File: src/rtl/digi_ota_pkg.sv
// rtl/digi_ota_pkg.sv - shared types and helpers for the digital OTA array
//
// Purpose: state and direction encodings plus the integrator mid-scale helper.
// Ports:   none (package).
package digi_ota_pkg;

  typedef enum logic {
    HIZ   = 1'b0,
    DRIVE = 1'b1
  } state_t;

  typedef enum logic [1:0] {
    EQ = 2'b00,
    UP = 2'b01,
    DN = 2'b10
  } dir_t;

  // Integrator reset value: half of full scale.
  function automatic int mid(input int cnt_w);
    return 1 << (cnt_w - 1);
  endfunction

endpackage

File: src/rtl/digi_ota_chan.sv
// rtl/digi_ota_chan.sv - one OTA channel: synchroniser, FSM, integrator, PDM modulator
//
// Purpose: integrates the synchronised vip/vin difference in a saturating
//          counter and turns it into a 1-bit sigma-delta drive with enable.
// Option:  DIGI_OTA_HYST_EN - step only on the second and later consecutive
//          identical non-EQ directions.
// Ports:
//   i_clk, i_rst    clock, asynchronous active-high reset
//   i_ena           global enable (low: high-Z, counter held)
//   i_vip, i_vin    asynchronous comparator inputs
//   o_pdm, o_oe     registered PDM bit and pad enable
//   o_count         integrator value
//   o_sat_hi/lo     integrator at full scale / zero
module digi_ota_chan
  import digi_ota_pkg::*;
#(
  parameter int CNT_W    = 8,
  parameter int STEP     = 1,
  parameter int IDLE_CYC = 4
) (
  input  logic             i_clk,
  input  logic             i_rst,
  input  logic             i_ena,
  input  logic             i_vip,
  input  logic             i_vin,
  output logic             o_pdm,
  output logic             o_oe,
  output logic [CNT_W-1:0] o_count,
  output logic             o_sat_hi,
  output logic             o_sat_lo
);

  localparam int               CW1       = CNT_W + 1;
  localparam logic [CNT_W-1:0] MID       = CNT_W'(mid(CNT_W));
  localparam logic [CNT_W-1:0] CNT_MAX   = '1;
  localparam logic [CNT_W:0]   STEP_X    = CW1'(STEP);
  localparam int               IDLE_W    = (IDLE_CYC > 1) ? $clog2(IDLE_CYC + 1) : 1;
  localparam logic [IDLE_W-1:0] IDLE_LAST = IDLE_W'((IDLE_CYC > 0) ? IDLE_CYC - 1 : 0);

  logic              r_vp_s1, r_vp_s2, r_vn_s1, r_vn_s2;
  state_t            r_state, w_state_nxt;
  logic [IDLE_W-1:0] r_idle, w_idle_nxt;
  logic [CNT_W-1:0]  r_count, w_count_nxt;
  logic [CNT_W-1:0]  r_acc;
  logic              r_pdm;
  dir_t              w_dir;
  logic              w_step_ok;
  logic              w_step;
  logic [CNT_W:0]    w_up, w_dn, w_sum;

  always_comb begin
    case ({r_vp_s2, r_vn_s2})
      2'b10:   w_dir = UP;
      2'b01:   w_dir = DN;
      default: w_dir = EQ;
    endcase
  end

`ifdef DIGI_OTA_HYST_EN
  // Last cycle's direction; a step needs the same non-EQ direction twice in
  // a row, so alternating UP/DN never moves the integrator.
  dir_t r_hist;

  always_ff @(posedge i_clk or posedge i_rst) begin
    if (i_rst) r_hist <= EQ;
    else       r_hist <= i_ena ? w_dir : EQ;
  end

  assign w_step_ok = (w_dir == r_hist);
`else
  assign w_step_ok = 1'b1;
`endif

  // Any non-EQ cycle with ena either keeps DRIVE or enters it, so the step
  // condition does not need to look at the state.
  assign w_step = i_ena && (w_dir != EQ) && w_step_ok;

  // One guard bit catches both overflow and borrow for the clamp.
  assign w_up  = {1'b0, r_count} + STEP_X;
  assign w_dn  = {1'b0, r_count} - STEP_X;
  assign w_sum = {1'b0, r_acc} + {1'b0, r_count};

  always_comb begin
    w_count_nxt = r_count;
    if (w_step) begin
      case (w_dir)
        UP:      w_count_nxt = w_up[CNT_W] ? CNT_MAX : w_up[CNT_W-1:0];
        DN:      w_count_nxt = w_dn[CNT_W] ? '0 : w_dn[CNT_W-1:0];
        default: w_count_nxt = r_count;
      endcase
    end
  end

  always_comb begin
    w_state_nxt = r_state;
    w_idle_nxt  = r_idle;
    if (!i_ena) begin
      w_state_nxt = HIZ;
      w_idle_nxt  = '0;
    end else begin
      case (r_state)
        HIZ: begin
          if (w_dir != EQ) begin
            w_state_nxt = DRIVE;
            w_idle_nxt  = '0;
          end
        end
        DRIVE: begin
          if (w_dir != EQ) begin
            w_idle_nxt = '0;
          end else if (IDLE_CYC > 0) begin
            if (r_idle == IDLE_LAST) begin
              w_state_nxt = HIZ;
              w_idle_nxt  = '0;
            end else begin
              w_idle_nxt = r_idle + 1'b1;
            end
          end
        end
        default: begin
          w_state_nxt = HIZ;
          w_idle_nxt  = '0;
        end
      endcase
    end
  end

  always_ff @(posedge i_clk or posedge i_rst) begin
    if (i_rst) begin
      r_vp_s1 <= 1'b0;
      r_vp_s2 <= 1'b0;
      r_vn_s1 <= 1'b0;
      r_vn_s2 <= 1'b0;
      r_state <= HIZ;
      r_idle  <= '0;
      r_count <= MID;
      r_acc   <= '0;
      r_pdm   <= 1'b0;
    end else begin
      r_vp_s1 <= i_vip;
      r_vp_s2 <= r_vp_s1;
      r_vn_s1 <= i_vin;
      r_vn_s2 <= r_vn_s1;
      r_state <= w_state_nxt;
      r_idle  <= w_idle_nxt;
      r_count <= w_count_nxt;
      // Modulator runs every cycle; the pad only sees it while o_oe is high.
      r_acc   <= w_sum[CNT_W-1:0];
      r_pdm   <= w_sum[CNT_W];
    end
  end

  assign o_pdm    = r_pdm;
  assign o_oe     = (r_state == DRIVE);
  assign o_count  = r_count;
  assign o_sat_hi = (r_count == CNT_MAX);
  assign o_sat_lo = (r_count == '0);

endmodule

File: src/rtl/digi_ota_array.sv
// rtl/digi_ota_array.sv - array of independent clocked digital OTA channels
//
// Purpose: CHANNELS copies of digi_ota_chan with their outputs packed onto buses.
// Option:  DIGI_OTA_HYST_EN (see digi_ota_chan) selects integrator hysteresis.
// Ports:
//   clk, rst          clock, asynchronous active-high reset
//   ena               global enable
//   vip, vin          per-channel asynchronous comparator inputs
//   out_pdm, out_oe   per-channel PDM bit and pad enable
//   count             integrators, channel k at [k*CNT_W +: CNT_W]
//   sat_hi, sat_lo    per-channel saturation flags
module digi_ota_array
  import digi_ota_pkg::*;
#(
  parameter int CHANNELS = 2,
  parameter int CNT_W    = 8,
  parameter int STEP     = 1,
  parameter int IDLE_CYC = 4
) (
  input  logic                      clk,
  input  logic                      rst,
  input  logic                      ena,
  input  logic [CHANNELS-1:0]       vip,
  input  logic [CHANNELS-1:0]       vin,
  output logic [CHANNELS-1:0]       out_pdm,
  output logic [CHANNELS-1:0]       out_oe,
  output logic [CHANNELS*CNT_W-1:0] count,
  output logic [CHANNELS-1:0]       sat_hi,
  output logic [CHANNELS-1:0]       sat_lo
);

  for (genvar k = 0; k < CHANNELS; k++) begin : g_chan
    digi_ota_chan #(
      .CNT_W    (CNT_W),
      .STEP     (STEP),
      .IDLE_CYC (IDLE_CYC)
    ) u_chan (
      .i_clk    (clk),
      .i_rst    (rst),
      .i_ena    (ena),
      .i_vip    (vip[k]),
      .i_vin    (vin[k]),
      .o_pdm    (out_pdm[k]),
      .o_oe     (out_oe[k]),
      .o_count  (count[k*CNT_W +: CNT_W]),
      .o_sat_hi (sat_hi[k]),
      .o_sat_lo (sat_lo[k])
    );
  end

endmodule

File: config.mk
export PLATFORM = sky130hd
export DESIGN_NAME = digi_ota_array
export DESIGN_NICKNAME = d
export VERILOG_FILES = /design/src/rtl/digi_ota_pkg.sv /design/src/rtl/digi_ota_chan.sv /design/src/rtl/digi_ota_array.sv
export SDC_FILE = /design/constraint.sdc
export NUM_CORES = 1
export LEC_CHECK = 0
export ABC_CLOCK_PERIOD_IN_PS = 2500
export CORE_MARGIN = 2
export CORE_UTILIZATION = 50
export DETAILED_ROUTE_END_ITERATION = 16
export HOLD_SLACK_MARGIN = 0.06
export PLACE_DENSITY = 0.71
export SYNTH_ARGS = -nofsm -noshare
export SYNTH_HDL_FRONTEND = slang
export SYNTH_SLANG_ARGS = --single-unit
File: constraint.sdc
create_clock -name clk -period 2.5 [get_ports clk]
set_input_delay 0.375 -clock clk [delete_from_list [all_inputs] [get_ports clk]]
set_output_delay 0.375 -clock clk [all_outputs]
set_load 0.02 [all_outputs]
==> results of run 1 <==
-- flip-flops by register name (all words and copies together), names as in the netlist --
signal	cells
g_chan.u_chan.r_acc	16
g_chan.u_chan.r_vn_s1	2
g_chan.u_chan.r_vn_s2	2
g_chan.u_chan.r_vp_s2	2
g_chan.u_chan.o_pdm	2
g_chan.u_chan.r_vp_s1	2
g_chan.u_chan.o_oe	2
g_chan.u_chan.o_count	16
g_chan.u_chan.r_idle	6
-- metal layers --
layer,GRT usage,wire (um)
met1,0.288,3040
met5,0,0
met3,0.0304,271
met4,0.0770,129
met2,0.352,3100
-- report_power, final --
part           total [mW]  switching (mW)  internal [mW]
registers            1.36           0.258           1.10
logic                2.28            1.23           1.05
clock network       0.688           0.287          0.401
-- cell usage in the layout (no fill, tap or decap), types with 6 or more instances in the layout --
| master | n |
|---|---|
| dfrtp_1 | 45 |
| clkdlybuf4s50_1 | 29 |
| nand2_1 | 27 |
| ha_1 | 26 |
| nor2_1 | 24 |
| a21oi_1 | 23 |
| o21ai_0 | 18 |
| inv_1 | 15 |
| nor3_1 | 15 |
| buf_4 | 12 |
| nand3_1 | 11 |
| a31oi_1 | 8 |
| xnor2_1 | 8 |
| and3_1 | 6 |
-- layout make-up --
class	count	area, um2	share of cell area
Sequential cell	50	1260	0.349
Clock buffer	5	68.8	0.0191
Multi-Input combinational cell	242	1650	0.457
Timing Repair Buffer	43	409	0.114
Clock inverter	3	68.8	0.0191
Inverter	16	60.1	0.0167
Tap cell	75	93.8	0.0260
-- Yosys cell counts (all sizes together), types with 3 or more instances --
cell type	instances	area (um2)
o31ai	3	22.5
dfrtp	48	1200
clkbuf	3	11.3
nand3	11	55.1
nor2b	4	25.0
buf	17	118
a21oi	23	115
ha	26	325
and3	6	37.5
a21o	3	22.5
xor2	5	43.8
a31oi	8	50.1
nor4	6	58.8
xnor2	8	70.1
nand2	27	101
o21ai	19	95.1
inv	16	60.1
nand2b	5	31.3
or2	3	18.8
nor3	15	75.1
o211ai	4	30.0
a21boi	3	22.5
or4	3	30.0
nand4	4	25.0
nor2	24	90.1
-- path summary, 6_finish.rpt --
path	depth (start not counted)	slack, ps	startpoint	end
min in group asynchronous	2	430	rst	g_chan[1].u_chan.r_idle[1]$_DFFE_PP0P_
hold reg to reg	0	360	g_chan[1].u_chan.r_vp_s1$_DFF_PP0_	g_chan[1].u_chan.r_vp_s2$_DFF_PP0_
hold / removal	0	360	g_chan[1].u_chan.r_vp_s1$_DFF_PP0_	g_chan[1].u_chan.r_vp_s2$_DFF_PP0_
setup / recovery	3	70	g_chan[0].u_chan.o_count[5]$_DFFE_PP0P_	sat_lo[0]
setup reg to reg	7	410	g_chan[1].u_chan.o_count[0]$_DFFE_PP0P_	g_chan[1].u_chan.o_pdm$_DFF_PP0_
max in group asynchronous	3	1460	rst	g_chan[0].u_chan.o_count[7]$_DFFE_PP1P_
-- stage by stage --
stage	setup WS, ps	hold WS (ps)
2_1_floorplan	491	331
3_3_place_gp	369	333
6_report	69.7	360
5_1_grt	16.2	376
3_5_place_dp	320	346
4_1_cts	9.38	362
-- cell families after synthesis --
logic type                 after synthesis  synth area share
xor gates and xnor gates                13            0.0369
muxes                                    3            0.0106
buffers and inverters                   36            0.0613
AOI/OAI and AO/OA                       82             0.168
adders and majority gates               28             0.119
DFF                                     50             0.407
and+or+nand+nor                        116             0.198
-- repair_timing --
| item | CTS | global route |
|---|---|---|
| setup endpoints to repair | 2 | 2 |
| gates resized for setup | 2 | 3 |
| cloned | 0 | 0 |
==> results.cfg, run 1 <==
[outcome]
status = finished clean

[route]
drt_iter0_drc = 134
vias = 2529
drt-wirelength-per-cell_um = 15.1
drc = 0
vias_per_cell = 5.83
wirelength_mm = 6.54
dr.pass1.iters = 4
ant_nets = 0

[clock_tree]
clock_path_buffers = 2
clkTransAtPathRegs_ps = 100
holdBufCountCts = 0
htreeDepth = 2
clock_latency_ps = 310
cts_root_buf = clkbuf_8
cts_tree = yes
numCtsBuffers = 5
postCtsSetupBuffers = 0
cts_sinks = 50

[worst_setup_path]
arrival_ps = 2060
cp_slowest_stage_delay_ps = 610
start_kind = flip-flop
crit_fanout = 13
path_buf_inv = 1
critPathTopFamily = simple AND/OR/NAND/NOR gates
path_class = flip-flop to output pin
crit_required_ps = 2120
path_cells = nor4_2, and3_1, clkdlybuf4s50_1
endpoint_kind = output pin
crit_slowest_cell = clkdlybuf4s50_1

[logic_synthesis]
synthCells = 328
synth_fp_nets = 363
synth_area_um2 = 3080
syn_area_per_cell_um2 = 9.40
synth-async-reset-ratio = 1.00
synth_edf_count = 0
ys_ff_latch = 50
synth_flop_cell = dfrtp_1
ys.warnings.count = 0
ys_seq_area_frac = 0.407
synth_cell_types = 55

[floorplanning]
die_y_um = 82.5
rows = 28
io_pins = 31
die_w_um = 82.5
die-area_um2 = 6810
initial_utilization = 0.518
core_area_um2 = 5960

[placement]
io_buffer_count = 30
placed_area_um2 = 3460
dpl.hpwl_mm = 4.76
gp_congestion = 0.890
dp.cells = 426

[cells_and_area]
antenna_cells = 0
final_net_count = 393
final_cells = 434
layout-drive-gt1-share = 0.106
syn_to_final_growth_pct = 16.9
fillers = 509
stdcell_area_um2 = 3600
final_core_util = 0.605

[timing]
tightest_slew_ps = 571
max_freq_ghz = 0.411
clock_skew_ps = 9.90
maxSlewHeadroom = 0.619
period_minus_slack_ps = 2430
report.final.setup_viol = 0
setup-tns-final_ps = 0
drv_slew = 0
rsz0062_at_grt = no
period_share = 0.972
hold_viol_final = 0

[flow_run]
max_cap_viol_count = 0

[power_and_ir_drop]
ir_drop_mv = 0.629
p_leak_nw = 1.55
finalPower_mw = 4.33
power_density_nw_per_um2 = 1200

[grt]
grt_pass1_vias = 2393
antenna_found_initial = 0
grt_max_degree = 27
grt_overflow = 0
grt_use_total = 0.214
grt_pass1_wl_mm = 11.2

[worst_hold_path]
min_path_type = flip-flop to flip-flop
(Power assumes the default switching activity.)
==> inputs of run 2 (changes only) <==
Settings changed: CAP_MARGIN set to 20, RECOVER_POWER set to 100.
==> results.cfg, run 2 (same netlist as run 1, synthesis figures left out) <==
[cells_and_area]
layout_common_cells = dfrtp_1 (45), nand2_1 (27), ha_1 (26), dlygate4sd3_1 (26), nor2_1 (24)
final_net_count = 393
fillers = 514
seqCellArea_um2 = 1260
layout-drive-gt1-share = 0.0864
final_core_util = 0.597
syn_to_final_growth_pct = 15.3
antenna_cells = 0
mostFrequentLayoutCell = dfrtp_1
multi_input_area_um2 = 1620

[grt]
grt_pass1_wl_mm = 11.2
grt_overflow = 0
grt_use_total = 0.214
grt_pass1_vias = 2393
grt_max_degree = 27
antenna_found_initial = 0

[route]
vias_per_cell = 5.85
drc = 0
wirelength_mm = 6.55
dr.pass1.iters = 5
ant_nets = 0
drt-wirelength-per-cell_um = 15.1
vias = 2538
drt_iter0_drc = 154

[timing]
clock_skew_ps = 8.85
period_share = 0.969
report.final.setup_viol = 0
hold_viol_final = 0
setup-tns-final_ps = 0
rsz0062_at_grt = no
maxSlewHeadroom = 0.377
drv_slew = 0
period_minus_slack_ps = 2420
max_freq_ghz = 0.413
tightest_slew_ps = 933

[worst_setup_path]
arrival_ps = 2050
path_class = flip-flop to output pin
crit_fanout = 13
cp_slowest_stage_delay_ps = 610
start_kind = flip-flop
endpoint_kind = output pin
crit_required_ps = 2120
crit_slowest_cell = clkdlybuf4s50_1
path_cells = nor4_2, and3_1, clkdlybuf4s50_1

[power_and_ir_drop]
power_density_nw_per_um2 = 1190
p_leak_nw = 1.56
ir_drop_mv = 0.625

[worst_hold_path]
min_path_type = flip-flop to flip-flop

[placement]
gp_congestion = 0.890
io_buffer_count = 30
dpl.hpwl_mm = 4.76

[clock_tree]
clkTransAtPathRegs_ps = 100
numCtsBuffers = 5
cts_tree = yes
clock_path_buffers = 2
cts_root_buf = clkbuf_8
htreeDepth = 2
cts_sinks = 50
clock_latency_ps = 310

[floorplanning]
rows = 28
die-area_um2 = 6810
core_area_um2 = 5960
initial_utilization = 0.518
die_y_um = 82.5
die_w_um = 82.5
io_pins = 31

[outcome]
status = finished clean

[flow_run]
max_cap_viol_count = 0
## run 2: layer usage
| metal | vias to the layer above | global-route usage | wire length (um) |
|---|---|---|---|
| met5 | - | 0 | 0 |
| met4 | 0 | 0.0770 | 131 |
| met3 | 15 | 0.0304 | 301 |
| met2 | 81 | 0.352 | 3100 |
| met1 | 1208 | 0.288 | 3020 |
| li1 | 1234 | - | - |
## run 2: worst max-delay path: cells and delay by family, from the launching register on
family / cells / cell delay (ps)
buffers and inverters: 1 / 610
and+or+nand+nor: 2 / 600
DFF: 1 / 530
## run 2: repair_timing
action,in CTS,in global routing
setup endpoints to repair,2,2
hold endpoints to repair,0,0
gates resized for setup,2,3
setup buffers,0,0
hold buffers,0,0
## run 2: layout make-up
type,instances,share of cell area
timing repair buffer,43,0.108
sequential,50,0.354
multi-input combinational,242,0.457
clock inverter,3,0.0194
tap,75,0.0264
clock buffer,5,0.0194
inverter,16,0.0169
## run 2: path summary, 6_finish.rpt
check / cells past startpoint / slack (ps) / startpoint / end
min in group asynchronous: 2 / 710 / rst / g_chan[1].u_chan.r_idle[1]$_DFFE_PP0P_
worst min-delay path: 0 / 360 / g_chan[1].u_chan.r_vp_s1$_DFF_PP0_ / g_chan[1].u_chan.r_vp_s2$_DFF_PP0_
worst min register to register: 0 / 360 / g_chan[1].u_chan.r_vp_s1$_DFF_PP0_ / g_chan[1].u_chan.r_vp_s2$_DFF_PP0_
max in group asynchronous: 3 / 560 / rst / g_chan[1].u_chan.o_count[4]$_DFFE_PP0P_
worst max register to register: 7 / 420 / g_chan[1].u_chan.o_count[0]$_DFFE_PP0P_ / g_chan[1].u_chan.o_pdm$_DFF_PP0_
worst max-delay path: 3 / 80 / g_chan[0].u_chan.o_count[5]$_DFFE_PP0P_ / sat_lo[0]
## run 2: where the power goes
| group | internal, mW | switching [mW] |
|---|---|---|
| Sequential | 1.10 | 0.251 |
| Combinational | 0.985 | 1.22 |
| Clock | 0.401 | 0.286 |
| Total | 2.49 | 1.76 |
## run 2: stage by stage
step | instance area (um2) | instances | worst slack, ps | hold WS (ps) | power (mW)
final | 3560 | 434 | 78.2 | 361 | 4.24
after global routing | 3560 | 434 | 24.0 | 376 | 4.63
after CTS | 3600 | 434 | 9.38 | 362 | 4.35
after detailed placement | 3460 | 426 | 320 | 346 | 3.65
after global placement | 3460 | 426 | 369 | 333 | 3.57
after floorplan | 3080 | 328 | 491 | 331 | 3.00
